<file path="src/rtl/alu_ctrl_if.sv">
// Bus bundle between alu_ctrl and its surroundings.
// It carries the start/busy/done handshake, the program-memory port, the ALU
// operand/result port, the latched flags and the register-file debug port.
// The controller uses the master view and the environment uses the slave view.
interface alu_ctrl_if #(
    parameter int W        = 8,
    parameter int MEM_SIZE = 8
);
    logic                start;
    logic                busy;
    logic                done;
    logic [MEM_SIZE-1:0] imem_addr;
    logic [15:0]         imem_data;
    logic [3:0]          alu_opcode;
    logic [W-1:0]        alu_a;
    logic [W-1:0]        alu_b;
    logic [W-1:0]        alu_result;
    logic [2:0]          alu_flag;
    logic [2:0]          flags;
    logic [1:0]          dbg_sel;
    logic [W-1:0]        dbg_data;

    modport master (
        input  start, imem_data, alu_result, alu_flag, dbg_sel,
        output busy, done, imem_addr, alu_opcode, alu_a, alu_b, flags, dbg_data
    );

    modport slave (
        output start, imem_data, alu_result, alu_flag, dbg_sel,
        input  busy, done, imem_addr, alu_opcode, alu_a, alu_b, flags, dbg_data
    );
endinterface

</file>
<file path="src/rtl/alu_ctrl.sv">
// alu_ctrl: sequencing controller for a W-bit ALU.
// The controller fetches 16-bit instructions of the form {op, rd, rs, imm[7:0]}
// and presents registered operands to the external ALU.
// It writes results back to a 4-entry register file, latches the ALU flags
// ({C,Z,N}) and resolves JMP/JZ/JC.
// Each instruction takes 3 cycles: FETCH, DECODE and EXEC.
// A JMP to its own address halts the program and pulses done.
// Optional build macro ALU_CTRL_STEP_EN adds a `step` input.
// With that macro, the controller parks in a STALL state after each
// non-halting EXEC until step is high.
module alu_ctrl #(
    parameter int W        = 8,
    parameter int MEM_SIZE = 8
) (
    input  logic clk,
    input  logic rst,
`ifdef ALU_CTRL_STEP_EN
    input  logic step,
`endif
    alu_ctrl_if.master bus
);

    typedef enum logic [2:0] {
        S_IDLE   = 3'd0,
        S_FETCH  = 3'd1,
        S_DECODE = 3'd2,
        S_EXEC   = 3'd3
`ifdef ALU_CTRL_STEP_EN
        ,S_STALL = 3'd4
`endif
    } state_t;

    localparam logic [MEM_SIZE-1:0] PC_ONE = {{(MEM_SIZE-1){1'b0}}, 1'b1};

    // Zero-extend or truncate the 8-bit immediate to the data width.
    function automatic logic [W-1:0] imm_to_data(input logic [7:0] imm);
        logic [W+7:0] ext;
        ext = {{W{1'b0}}, imm};
        return ext[W-1:0];
    endfunction

    // Zero-extend or truncate the 8-bit immediate to the program-counter width.
    function automatic logic [MEM_SIZE-1:0] imm_to_pc(input logic [7:0] imm);
        logic [MEM_SIZE+7:0] ext;
        ext = {{MEM_SIZE{1'b0}}, imm};
        return ext[MEM_SIZE-1:0];
    endfunction

    // Register-register forms take operand B from reg[rs]. Immediate forms take it from imm.
    function automatic logic is_reg_form(input logic [3:0] op);
        logic r;
        case (op)
            4'b0100, 4'b0101, 4'b0110, 4'b0111, 4'b1000, 4'b1010: r = 1'b1;
            default:                                              r = 1'b0;
        endcase
        return r;
    endfunction

    // LDI and every ALU operation except CMP write rd.
    function automatic logic writes_back(input logic [3:0] op);
        logic r;
        case (op)
            4'b0000:                   r = 1'b1;
            4'b0001, 4'b0010, 4'b0011: r = 1'b0;
            4'b0111, 4'b1111:          r = 1'b0;
            default:                   r = 1'b1;
        endcase
        return r;
    endfunction

    state_t              state_q, state_d;
    logic [MEM_SIZE-1:0] pc_q, pc_d;
    logic [15:0]         ir_q, ir_d;
    logic [3:0]          opcode_q, opcode_d;
    logic [W-1:0]        a_q, a_d;
    logic [W-1:0]        b_q, b_d;
    logic [2:0]          flags_q, flags_d;
    logic [W-1:0]        regs_q [4];
    logic [W-1:0]        regs_d [4];

    logic                done_s;
    logic [3:0]          dec_op_s;
    logic [1:0]          dec_rd_s;
    logic [1:0]          dec_rs_s;
    logic [3:0]          ex_op_s;
    logic [1:0]          ex_rd_s;
    logic [MEM_SIZE-1:0] ex_target_s;
    logic                ex_taken_s;
    logic                ex_halt_s;

    // Field extraction for the word arriving from memory (DECODE) and the held instruction (EXEC).
    always_comb begin
        dec_op_s    = bus.imem_data[15:12];
        dec_rd_s    = bus.imem_data[11:10];
        dec_rs_s    = bus.imem_data[9:8];
        ex_op_s     = ir_q[15:12];
        ex_rd_s     = ir_q[11:10];
        ex_target_s = imm_to_pc(ir_q[7:0]);
        case (ex_op_s)
            4'b0001: ex_taken_s = 1'b1;
            4'b0010: ex_taken_s = flags_q[1];
            4'b0011: ex_taken_s = flags_q[2];
            default: ex_taken_s = 1'b0;
        endcase
        ex_halt_s = (ex_op_s == 4'b0001) && (ex_target_s == pc_q);
    end

    // Next-state, datapath and register-file update logic for the controller FSM.
    always_comb begin
        state_d  = state_q;
        pc_d     = pc_q;
        ir_d     = ir_q;
        opcode_d = opcode_q;
        a_d      = a_q;
        b_d      = b_q;
        flags_d  = flags_q;
        regs_d   = regs_q;
        done_s   = 1'b0;

        case (state_q)
            S_IDLE: begin
                if (bus.start) begin
                    pc_d    = {MEM_SIZE{1'b0}};
                    state_d = S_FETCH;
                end else begin
                    state_d = S_IDLE;
                end
            end
            S_FETCH: begin
                state_d = S_DECODE;
            end
            S_DECODE: begin
                ir_d     = bus.imem_data;
                opcode_d = dec_op_s;
                if (dec_op_s[3:2] == 2'b00) begin
                    a_d = imm_to_data(bus.imem_data[7:0]);
                    b_d = {W{1'b0}};
                end else if (is_reg_form(dec_op_s)) begin
                    a_d = regs_q[dec_rd_s];
                    b_d = regs_q[dec_rs_s];
                end else begin
                    a_d = regs_q[dec_rd_s];
                    b_d = imm_to_data(bus.imem_data[7:0]);
                end
                state_d = S_EXEC;
            end
            S_EXEC: begin
                if (writes_back(ex_op_s)) begin
                    regs_d[ex_rd_s] = bus.alu_result;
                end else begin
                    regs_d = regs_q;
                end
                if (ex_op_s[3:2] != 2'b00) begin
                    flags_d = bus.alu_flag;
                end else begin
                    flags_d = flags_q;
                end
                if (ex_taken_s) begin
                    pc_d = ex_target_s;
                end else begin
                    pc_d = pc_q + PC_ONE;
                end
                if (ex_halt_s) begin
                    done_s  = 1'b1;
                    state_d = S_IDLE;
                end else begin
`ifdef ALU_CTRL_STEP_EN
                    state_d = step ? S_FETCH : S_STALL;
`else
                    state_d = S_FETCH;
`endif
                end
            end
`ifdef ALU_CTRL_STEP_EN
            S_STALL: begin
                if (step) begin
                    state_d = S_FETCH;
                end else begin
                    state_d = S_STALL;
                end
            end
`endif
            default: begin
                state_d = S_IDLE;
            end
        endcase
    end

    // State, datapath and register-file flops. A reset discards any in-flight write-back.
    always_ff @(posedge clk) begin
        if (rst) begin
            state_q  <= S_IDLE;
            pc_q     <= {MEM_SIZE{1'b0}};
            ir_q     <= 16'h0000;
            opcode_q <= 4'b0000;
            a_q      <= {W{1'b0}};
            b_q      <= {W{1'b0}};
            flags_q  <= 3'b000;
            for (int i = 0; i < 4; i++) begin
                regs_q[i] <= {W{1'b0}};
            end
        end else begin
            state_q  <= state_d;
            pc_q     <= pc_d;
            ir_q     <= ir_d;
            opcode_q <= opcode_d;
            a_q      <= a_d;
            b_q      <= b_d;
            flags_q  <= flags_d;
            for (int i = 0; i < 4; i++) begin
                regs_q[i] <= regs_d[i];
            end
        end
    end

    // The memory address is the PC. During FETCH it names the word to read.
    assign bus.imem_addr  = pc_q;
    assign bus.alu_opcode = opcode_q;
    assign bus.alu_a      = a_q;
    assign bus.alu_b      = b_q;
    assign bus.flags      = flags_q;
    assign bus.busy       = (state_q != S_IDLE);
    assign bus.done       = done_s;
    assign bus.dbg_data   = regs_q[bus.dbg_sel];

endmodule
</file>
<file path="src/flat_wrapper.sv">
// flat-port wrapper written by rule: the top's interface ports become plain ports
module alu_ctrl_flat 
#(
    parameter int W        = 8,
    parameter int MEM_SIZE = 8
)
  (clk, rst, bus_start, bus_imem_data, bus_alu_result, bus_alu_flag, bus_dbg_sel, bus_busy, bus_done, bus_imem_addr, bus_alu_opcode, bus_alu_a, bus_alu_b, bus_flags, bus_dbg_data);
  alu_ctrl_if #(.W(W), .MEM_SIZE(MEM_SIZE)) bus_i ();
  input  logic clk;
  input  logic rst;
  input wire logic [$bits(bus_i.start)-1:0] bus_start;
  input wire logic [$bits(bus_i.imem_data)-1:0] bus_imem_data;
  input wire logic [$bits(bus_i.alu_result)-1:0] bus_alu_result;
  input wire logic [$bits(bus_i.alu_flag)-1:0] bus_alu_flag;
  input wire logic [$bits(bus_i.dbg_sel)-1:0] bus_dbg_sel;
  output wire logic [$bits(bus_i.busy)-1:0] bus_busy;
  output wire logic [$bits(bus_i.done)-1:0] bus_done;
  output wire logic [$bits(bus_i.imem_addr)-1:0] bus_imem_addr;
  output wire logic [$bits(bus_i.alu_opcode)-1:0] bus_alu_opcode;
  output wire logic [$bits(bus_i.alu_a)-1:0] bus_alu_a;
  output wire logic [$bits(bus_i.alu_b)-1:0] bus_alu_b;
  output wire logic [$bits(bus_i.flags)-1:0] bus_flags;
  output wire logic [$bits(bus_i.dbg_data)-1:0] bus_dbg_data;
  assign bus_i.start = bus_start;
  assign bus_i.imem_data = bus_imem_data;
  assign bus_i.alu_result = bus_alu_result;
  assign bus_i.alu_flag = bus_alu_flag;
  assign bus_i.dbg_sel = bus_dbg_sel;
  assign bus_busy = bus_i.busy;
  assign bus_done = bus_i.done;
  assign bus_imem_addr = bus_i.imem_addr;
  assign bus_alu_opcode = bus_i.alu_opcode;
  assign bus_alu_a = bus_i.alu_a;
  assign bus_alu_b = bus_i.alu_b;
  assign bus_flags = bus_i.flags;
  assign bus_dbg_data = bus_i.dbg_data;
  alu_ctrl #(.W(W), .MEM_SIZE(MEM_SIZE)) u_core (.clk(clk), .rst(rst), .bus(bus_i));
endmodule
</file>
<file path="config.mk">
export PLATFORM = sky130hd
export DESIGN_NAME = alu_ctrl_flat
export DESIGN_NICKNAME = d
export VERILOG_FILES = /design/src/rtl/alu_ctrl_if.sv /design/src/rtl/alu_ctrl.sv /design/src/flat_wrapper.sv
export SDC_FILE = /design/constraint.sdc
export NUM_CORES = 1
export LEC_CHECK = 0
export BUFFER_PORTS_ARGS = -buffer_cell sky130_fd_sc_hd__buf_4
export CORE_MARGIN = 2
export CORE_UTILIZATION = 55
export CTS_BUF_LIST = sky130_fd_sc_hd__clkbuf_4 sky130_fd_sc_hd__clkbuf_8
export DETAILED_ROUTE_END_ITERATION = 10
export HOLD_SLACK_MARGIN = 0.05
export PLACE_DENSITY = 0.79
export SLEW_MARGIN = 20
export SYNTH_ARGS = -nofsm -noshare
export SYNTH_HDL_FRONTEND = slang
export SYNTH_SLANG_ARGS = --single-unit
</file>
<file path="constraint.sdc">
create_clock -name clk -period 2.65 [get_ports clk]
set_input_delay 0.1325 -clock clk [delete_from_list [all_inputs] [get_ports clk]]
set_output_delay 0.1325 -clock clk [all_outputs]
set_load 0.05 [all_outputs]
</file>
==> metrics.yaml <==
reg2reg_depth: 6
cts_buffers: 9
cts.sinks: 75
path_cells: "ha_1 > buf_4 > mux2i_1 > nand2b_1 > o41ai_1 > o2bb2ai_1"
tns_ns: 0
start_util: 0.560
antenna_found_initial: 0
worst_path_largest_cell_delay_ns: 0.57
fmax_ghz: 0.533
grt_pass1_wl_um: 16200
startpoint_type: "flip-flop"
worstPathRequired_ns: 2.92
avgViaCountPerCell: 5.91
cp_num_buf_inv: 1
endpoint_kind: "flip-flop"
vdd_drop_max_v: 0.000355
finalWirelength_um: 10200
ys_seq_elements: 75
root_buffer: "clkbuf_8"
crit_type: "reg2reg"
path_max_fanout: 14
grt_pass1_vias: 3215
worst_slew_pin_slew_ns: 0.774
synth_top_area_frac: 0.374
r2r_start: "u_core.state_q[0]$_SDFF_PP0_"
syn_area_mm2: 0.00402
timing.rr.end: "u_core.bus.imem_addr[7]$_SDFFE_PP0P_"
drt_iter0_markers: 194
drtPass1Iterations: 4
hold_end: "u_core.bus.flags[2]$_SDFFE_PP0P_"
grt_overflow: 0
syn_nets: 454
vias: 3407
track_usage: 0.266
relSlewSlack: 0.484
worstHoldStart: "bus_alu_flag[2]"
min_period_over_period: 0.707
maxCapViolations: 0
crit_arrival_ns: 2.14
p_per_area_mw_per_mm2: 639
die_area_mm2: 0.00800
ys_seq_area_frac: 0.374
clk_pin_slew_ns: 0.08
grt_start_max_net_pins: 85
dp_hpwl_um: 7150
synth-warning-count: 0
leakage_nw: 1.88
async_reset_ff_frac: 0
clock_latency_ns: 0.35
finalSetupViolations: 0
fin_skew_ns: 0.00788
rows: 31
status: "completed"
area_growth_pct: 19.8
fp.dieH_um: 89.5
synth_area_leaders: "dfxtp_1, mux4_2, mux2i_1"
dp_cells: 557
drc_errors: 0
synth_top_area_cell: "dfxtp_1"
ctsResizeCount: 0
routedWlPerCell_um: 17.7
slew_viol_final: 0
top_level_ports: 73
crit_slowest_cell: "mux2i_1"
min_path_cells: 3
syn_inst: 417
ys.flop_type: "dfxtp_1"
total_power_mw: 3.07
nNetsFinal: 510
core_area_mm2: 0.00718
clockBufferDepth: 2
synth_cell_types: 44
fin_crit_ns: 1.87
cts_tree: "yes"
finalNonFillerCells: 576
die_width_um: 89.5
hp-class: "in2reg"
synth.avg_cell_area_um2: 9.63
diodes: 0
r2r_slack_ns: 0.78
critical-path-top-delay-family: "multiplexers"
final_cell_mix: "buf_4, dfxtp_1, nor2_1"
htree_levels: 3
layout-drive-gt1-share: 0.262
ant_nets: 0
synth_edf_count: 0
finalHoldViolations: 0
globalplace.congestion: 0.864
portBuffers: 72
rsz0062_at_grt: "no"
report_power, final:
part           switching (mW)  internal (mW)  leakage, nW
Clock                   0.412          0.577        0.115
Sequential             0.0710           1.21        0.607
Combinational           0.512          0.289         1.16
Total                   0.995           2.08         1.88
per-stage QoR:
step	setup slack, ns	util	area (um^2)	hold WS (ns)
finish	0.775	0.670	4810	0.0507
global route	0.612	0.670	4810	0.0743
CTS	0.807	0.670	4810	0.0512
detailed placement	0.843	0.633	4550	0.385
global placement	0.896	0.633	4550	0.368
floorplan	0.551	-	4020	0.276
layer usage:
metal  vias up  GRT usage  routed length, um
li1       1615          -                  -
met1      1651      0.371               4530
met2       126      0.423               4920
met3        15     0.0425                578
met4         0     0.0936                164
met5         -          0                  0
registers in the layout, summed over array words and instances, names as in the netlist:
signal	cells
u_core.bus.imem_addr	8
u_core.bus.alu_opcode	3
u_core.regs_q	32
u_core.bus.alu_a	8
u_core.ir_q	11
u_core.state_q	2
u_core.bus.alu_b	8
u_core.bus.flags	3
timing repair:
action | CTS | global route
buffers inserted | 0 | 0
hold endpoints to repair | 4 | 0
hold buffers | 4 | 0
worst max path at each step:
stage,cells after the start,endpoint,start
finish,6,u_core.bus.imem_addr[7]$_SDFFE_PP0P_,u_core.state_q[0]$_SDFF_PP0_
global route,6,u_core.bus.imem_addr[5]$_SDFFE_PP0P_,u_core.state_q[1]$_SDFF_PP0_
CTS,6,u_core.bus.imem_addr[5]$_SDFFE_PP0P_,u_core.state_q[0]$_SDFF_PP0_
detailed placement,6,u_core.bus.imem_addr[5]$_SDFFE_PP0P_,u_core.state_q[0]$_SDFF_PP0_
global placement,6,u_core.bus.imem_addr[6]$_SDFFE_PP0P_,u_core.state_q[0]$_SDFF_PP0_
floorplan,3,bus_done,u_core.bus.imem_addr[4]$_SDFFE_PP0P_
final cells by class:
cell class | instances | area (um^2)
flip-flops and latches | 75 | 1500
multi-input cells | 300 | 2330
clock inverters | 4 | 73.8
well taps | 99 | 124
inverters | 8 | 30.0
fillers | 596 | 2360
repair buffers | 79 | 603
clock buffers | 11 | 151
synth_stat cells (2+ instances only):
cell type and instances:
dfxtp_1 75, nor2_1 38, mux2i_1 37, nand2_1 37, o21ai_0 33, nand2b_1 27
mux4_2 24, clkbuf_1 19, nor2b_1 17, a311oi_1 16, nand3_1 10, inv_1 8
xnor2_1 8, buf_2 7, a31oi_1 6, buf_4 6, ha_1 5, or2_2 5
or4_1 5, nor4_1 3, a21oi_1 2, a2bb2oi_1 2, a41oi_1 2, and2_1 2
mux2_2 2, nand4b_1 2, or3_1 2
cells by family after synthesis:
| group | Yosys count | synth area share |
|---|---|---|
| simple gates | 153 | 0.192 |
| fa+ha+maj | 5 | 0.0156 |
| buf+inv | 42 | 0.0489 |
| mux | 63 | 0.232 |
| compound gates | 71 | 0.120 |
| xor+xnor | 8 | 0.0174 |
| flops | 75 | 0.374 |
tightest hold or removal path, cell delays in order:
cell and delay (ns):
buf_4 0.08, mux2i_1 0.07, nor2_1 0.08
No activity file was read; power rests on OpenSTA's default activity.
